$ cat src/rtl/wb_port_arbiter.sv
// wb_port_arbiter: round-robin arbiter sharing the register-file write port between two writeback sources
module wb_port_arbiter #(
  parameter int DATA_WIDTH = 32,
  parameter int REG_BITS = 5
) (
  input  logic                  Clk,
  input  logic                  Rst,
  input  logic                  ValidA,
  output logic                  ReadyA,
  input  logic [REG_BITS-1:0]   RegA,
  input  logic [DATA_WIDTH-1:0] DataA,
  input  logic                  ValidB,
  output logic                  ReadyB,
  input  logic [REG_BITS-1:0]   RegB,
  input  logic [DATA_WIDTH-1:0] DataB,
  output logic                  RegWrite,
  output logic [REG_BITS-1:0]   WriteReg,
  output logic [DATA_WIDTH-1:0] WriteData,
  output logic                  MuxSel,
  output logic                  StallA,
  output logic                  StallB,
  output logic [7:0]            DropCount
);
  typedef enum logic {PRI_A, PRI_B} pri_e;
  pri_e pri_q;
  logic grant_a, grant_b, xfer;
  logic reg_write_q, mux_sel_q;
  logic [REG_BITS-1:0] write_reg_q, reg_d;
  logic [DATA_WIDTH-1:0] write_data_q, data_d;
  logic [7:0] drop_q;
  always_comb begin
    grant_a = Rst && ValidA && (!ValidB || pri_q == PRI_A);
    grant_b = Rst && ValidB && !grant_a;
    xfer = grant_a || grant_b;
    reg_d = grant_b ? RegB : RegA;
    data_d = grant_b ? DataB : DataA;
  end
  assign ReadyA = grant_a;
  assign ReadyB = grant_b;
  assign StallA = Rst && ValidA && !grant_a;
  assign StallB = Rst && ValidB && !grant_b;
  assign RegWrite = reg_write_q;
  assign WriteReg = write_reg_q;
  assign WriteData = write_data_q;
  assign MuxSel = mux_sel_q;
  assign DropCount = drop_q;
  // Register-0 writes are accepted so the source retires, but never reach the register file.
  always_ff @(posedge Clk or negedge Rst) begin
    if (!Rst) begin
      pri_q <= PRI_A;
      reg_write_q <= 1'b0;
      write_reg_q <= '0;
      write_data_q <= '0;
      mux_sel_q <= 1'b0;
      drop_q <= '0;
    end else begin
      reg_write_q <= xfer && reg_d != '0;
      if (xfer) begin
        write_reg_q <= reg_d;
        write_data_q <= data_d;
        mux_sel_q <= grant_b;
        pri_q <= grant_a ? PRI_B : PRI_A;
      end
      if (xfer && reg_d == '0 && drop_q != 8'hFF) drop_q <= drop_q + 8'd1;
    end
  end
endmodule

$ cat config.mk
export PLATFORM = sky130hd
export DESIGN_NAME = wb_port_arbiter
export DESIGN_NICKNAME = d
export VERILOG_FILES = /design/src/rtl/wb_port_arbiter.sv
export SDC_FILE = /design/constraint.sdc
export NUM_CORES = 1
export LEC_CHECK = 0
export BUFFER_PORTS_ARGS = -buffer_cell sky130_fd_sc_hd__buf_4
export CAP_MARGIN = 20
export CORE_MARGIN = 2
export CORE_UTILIZATION = 25
export CTS_CLUSTER_DIAMETER = 120
export DETAILED_ROUTE_END_ITERATION = 10
export PLACE_DENSITY = 0.51
export SYNTH_ARGS = -nofsm -noshare
export SYNTH_HDL_FRONTEND = slang
export SYNTH_SLANG_ARGS = --single-unit
$ cat constraint.sdc
create_clock -name Clk -period 1.6 [get_ports Clk]
set_clock_uncertainty 0.05 [all_clocks]
set_input_delay 0.16 -clock Clk [delete_from_list [all_inputs] [get_ports Clk]]
set_output_delay 0.16 -clock Clk [all_outputs]
set_load 0.02 [all_outputs]
## Word level (Yosys, flattened, before mapping)

Cells that the tools add are included.

| operators by class | value |
|---|---|
| mux-type cells | 3 |
| reduce and logical (&&, ||, !) cells | 16 |
| eq/ne operators | 1 |
| add/sub/neg operators | 1 |
| bitwise gates (word level) | 1 |

Operators by type and width:

| cell | number |
|---|---|
| $mux 32 | 1 |
| $logic_and 1x1->1 | 9 |
| $add 8x1->8 const B | 1 |
| $ne 8x8->1 const B | 1 |
| $logic_not 5->1 | 1 |
| $mux 5 | 1 |
| $reduce_bool 5->1 | 1 |
| $logic_not 1->1 | 3 |
| $logic_or 1x1->1 | 2 |
| $mux 1 | 1 |
| $not 1->1 | 1 |

| storage, ports and cells | value |
|---|---|
| input bits | 78 |
| flip-flop bits (word level) | 48 |

## Logic depth before layout (Yosys ltp)

| depth | value |
|---|---|
| depth after elaboration | 9 |
| mapped depth | 5 |
| mapped depth without buffers | 5 |

## Least setup slack after synthesis

OpenSTA, ideal clock, no wires.

| timing | value |
|---|---|
| path type | input-to-reg |
| from | input port RegB[2] |
| to | register drop_q[1] (netlist: DropCount[1]) |
| arrival | 1555 ps |
| data required time | 1422 ps |
| stages | 5 |
| setup time | 128 ps |
| buffers on the path | 0 |
| path slack | -132 ps |
| cell sequence | or4_4 a2111oi_4 a21oi_2 a41oi_2 mux2_1 |

| on the way | value |
|---|---|
| longest elaborated chain between the ends | 4 |

RTL lines:

| what | line | text |
|---|---|---|
| start, declared | 14 | `input logic [REG_BITS-1:0] RegB,` |
| $mux 5 | 35 | `reg_d = grant_b ? RegB : RegA;` |
| $logic_not 5->1 | 64 | `if (xfer && reg_d == '0 && drop_q != 8'hFF) drop_q <= drop_q + 8'd1;` |
| $logic_and 1x1->1 (2 in a row) | 64 |  |
| end signal, assigned | 64 |  |
| end, declared | 30 | `logic [7:0] drop_q;` |

No other way between the ends.
A chain may end at the register's enable or synchronous reset.

## Final worst setup path

| timing | value |
|---|---|
| from | register pri_q |
| to | output port ReadyA |

| on the way | value |
|---|---|
| longest elaborated chain between the ends | 3 |

RTL lines:

| what | line | text |
|---|---|---|
| start, declared | 25 | `pri_e pri_q;` |
| start signal, assigned | 62 | `pri_q <= grant_a ? PRI_B : PRI_A;` |
| $not 1->1 | 32 | `grant_a = Rst && ValidA && (!ValidB \|\| pri_q == PRI_A);` |
| $logic_or 1x1->1 | 32 |  |
| $logic_and 1x1->1 | 32 |  |
| end, declared | 9 | `output logic ReadyA,` |

No other way between the ends.

==> impl_metrics.toml <==
[status]
status = "completed"

[die]
die_width_um = 96.7
core_um2 = 8260
initial_core_util = 0.260
num_rows = 33
dieArea_um2 = 9350
fp.dieH_um = 96.7
io_pins = 129

[power]
p_comb_frac = 0.349
irDropWorstVdd_v = 0.000344
total_power_mw = 3.32
powerDensity_nw_per_um2 = 868
clkPwrFrac = 0.206
power.internal_mw = 2.26
power_leakage_nw = 1.96
power_switching_mw = 1.06
p_seq_frac = 0.445
sw_frac_of_total = 0.320

[synth]
seq_area_frac_synth = 0.559
synth_nets = 297
synth_seq_cells = 48
synthDistinctLibCells = 29
syn_avg_cell_area_um2 = 9.85
yosys_warnings = 0
syn_inst = 218
synth.cell_area_um2 = 2150

[route]
drtIter0Drc = 57
antenna_left = 0
vias_per_cell = 4.55
wire_per_inst_um = 14.5
vias = 2260
dr.pass1.iters = 4
drc = 0
routed_wl_um = 7200

[setup_path]
endpoint_kind = "output pin"
start_kind = "flip-flop"
cp.buffers_inverters = 2
cpLargestDelayFamily = "flip-flops"
critPathRequiredTime_ns = 1.39
cp_cell_sequence = "and2_1 -> nor2_2 -> buf_6 -> buf_4"
crit_cells = 4
path_class = "reg2out"
arrival_ns = 1.33
r2r_cells = 5
slowest_delay_ns = 0.40
crit_fanout = 4
critPathSlowestCell = "dfrtp_1"

[sta]
fmax_mhz = 650
final_hold_viol_count = 0
rsz0062_at_grt = "yes"
worstMarginPinSlew_ns = 0.607
timing.hold.ws_ns = 0.0120
period_share = 0.962
setup-violations-final = 0
slew_viol_final = 0
relSlewSlack = 0.595
min_period_ns = 1.54

[global_route]
grt_max_degree = 48
antenna_found_initial = 0
grtUsageTotal = 0.152
grt_pass1_vias = 2320
grt_overflow = 0
grt_pass1_wl_um = 11600

[placed_design]
place_hpwl_um = 4850
gp_congestion = 0.837
port_buffers = 128

[min_path]
min_path_type = "in2reg"
min_path_cells = 3

[clocking]
clock_sinks = 48
htreeDepth = 2
clkLatencyLatePin_ns = 0.30
clockRootBuffer = "clkbuf_8"
cts_tree = "yes"
cts_made_buffers = 5
clk_pin_slew_ns = 0.08
cts_buffer_depth = 2

[final_layout]
drive_gt1_frac = 0.439
fillers = 817
nets = 471
regArea_um2 = 1200
n_antenna_cell = 0
area_growth_pct = 78.0
multiInputGateArea_um2 = 927

[job]
maxCapViolations = 0
-- worst register-to-register path, delay by kind of cell (launching register included) --
kind	cells	cell delay (ns)
muxes	1	0.33
buffers and inverters	1	0.07
AOI/OAI and AO/OA	3	0.60
DFF	1	0.38
-- cell usage in the layout, fill, tap and decap left out, types with 2 or more instances in the layout --
| master | Yosys | final |
|---|---|---|
| o21ai_0 | 5 | 4 |
| a21o_1 | 3 | 3 |
| nor2_1 | 5 | 5 |
| nand4_1 | 2 | 2 |
| xnor2_1 | 2 | 2 |
| nand3_1 | 3 | 3 |
| nand2_1 | 73 | 73 |
| buf_6 | 0 | 2 |
| xor2_1 | 3 | 3 |
| mux2i_1 | 6 | 6 |
| nor3_1 | 5 | 4 |
| inv_1 | 3 | 2 |
| a22oi_1 | 32 | 31 |
| dfrtp_1 | 48 | 48 |
| dlygate4sd3_1 | 0 | 24 |
| buf_4 | 0 | 149 |
| clkbuf_8 | 0 | 5 |
| buf_12 | 0 | 3 |
-- cell usage after synthesis --
master     instances  area share
inv_1              3      0.0052
and2_1             1      0.0029
dfrtp_1           48        0.56
nand4_1            2      0.0058
o21ai_0            5       0.012
nor2_2             1      0.0029
xor2_1             3       0.012
xnor2_1            2      0.0082
clkbuf_1          11       0.019
buf_2              1      0.0023
a2111oi_4          1       0.013
or4_4              1      0.0052
a21boi_0           1      0.0035
nor2_1             5      0.0087
a21oi_1            2      0.0047
a41oi_2            1      0.0076
a21oi_2            1      0.0041
o21ai_1            1      0.0023
a22oi_1           32        0.11
and4_1             1      0.0041
or4_1              1      0.0035
mux2_1             1      0.0052
a31oi_1            2      0.0058
nand2_1           73        0.13
nand3_1            3      0.0070
mux2i_1            6       0.028
ha_1               1      0.0058
nor3_1             5       0.012
a21o_1             3       0.010
-- sequential cells by signal, indices dropped and copies added, names as in the netlist --
signal and flops:
RegWrite 1, pri_q 1, WriteData 32, WriteReg 5, DropCount 8, MuxSel 1
-- per-layer routing --
metal / part of all wire / wire, µm / global-route usage
met3: 0.058 / 417 / 0.0354
met1: 0.45 / 3250 / 0.204
met2: 0.48 / 3450 / 0.246
met4: 0.011 / 78 / 0.0423
met5: 0 / 0 / 0
-- power by group through the flow --
stage	combinational, mW	sequential, mW	clock (mW)
final	1.16	1.48	0.683
after global routing	1.25	1.50	0.765
after CTS	1.15	1.48	0.722
after detailed placement	1.08	1.49	0
after global placement	1.07	1.50	0
after floorplan	0.252	1.71	0
-- worst paths after layout --
| kind | start | to | slack [ns] |
|---|---|---|---|
| worst max-delay path | pri_q$_DFFE_PN0P_ | ReadyA | 0.06 |
| worst min-delay path | DataA[29] | WriteData[29]$_DFFE_PN0P_ | 0.01 |
| worst max register to register | pri_q$_DFFE_PN0P_ | DropCount[1]$_DFFE_PN0P_ | 0.08 |
| worst min register to register | WriteReg[4]$_DFFE_PN0P_ | WriteReg[4]$_DFFE_PN0P_ | 0.44 |
| max in group asynchronous | Rst | DropCount[6]$_DFFE_PN0P_ | 0.58 |
| min in group asynchronous | Rst | pri_q$_DFFE_PN0P_ | 0.17 |
-- area by class of cell --
cell class                      instances  area share
Clock buffer                            6      0.0190
Tap cell                              105      0.0344
Timing Repair Buffer                  179       0.386
Sequential cell                        48       0.314
Clock inverter                          1     0.00131
Multi-Input combinational cell        155       0.243
Inverter                                3     0.00295
-- kinds of logic (layout without fill, tap and decap cells) --
group	after synthesis	count (layout)	share of synthesized area
AO/OA/AOI/OAI	49	49	0.175
XOR/XNOR	5	5	0.0204
adder cells (fa/ha/maj)	1	1	0.00583
buffers and inverters	15	189	0.0268
flip-flops	48	48	0.559
multiplexers	7	7	0.0332
AND/OR/NAND/NOR	93	93	0.179
-- what timing repair did --
action / in CTS / in global routing
hold buffers: 22 / 2
gates cloned: 1 / 0
pin swaps: 2 / 0
setup endpoints to repair: 4 / 4
hold endpoints to repair: 21 / 2
setup buffers: 4 / 3
gates resized for setup: 6 / 4
-- metrics by stage --
stage / area, µm² / cells / setup TNS (ns) / setup WS (ns) / util
6_report: 3820 / 497 / 0 / 0.0615 / 0.463
2_1_floorplan: 2150 / 218 / -0.132 / -0.132 / -
5_1_grt: 3820 / 497 / -0.00571 / -0.00571 / 0.463
4_1_cts: 3760 / 492 / 0 / 0.0221 / 0.456
3_5_place_dp: 3380 / 458 / -1.49 / -0.252 / 0.410
3_3_place_gp: 3380 / 458 / -1.33 / -0.238 / 0.410
Power figures use the tool's default switching activity.
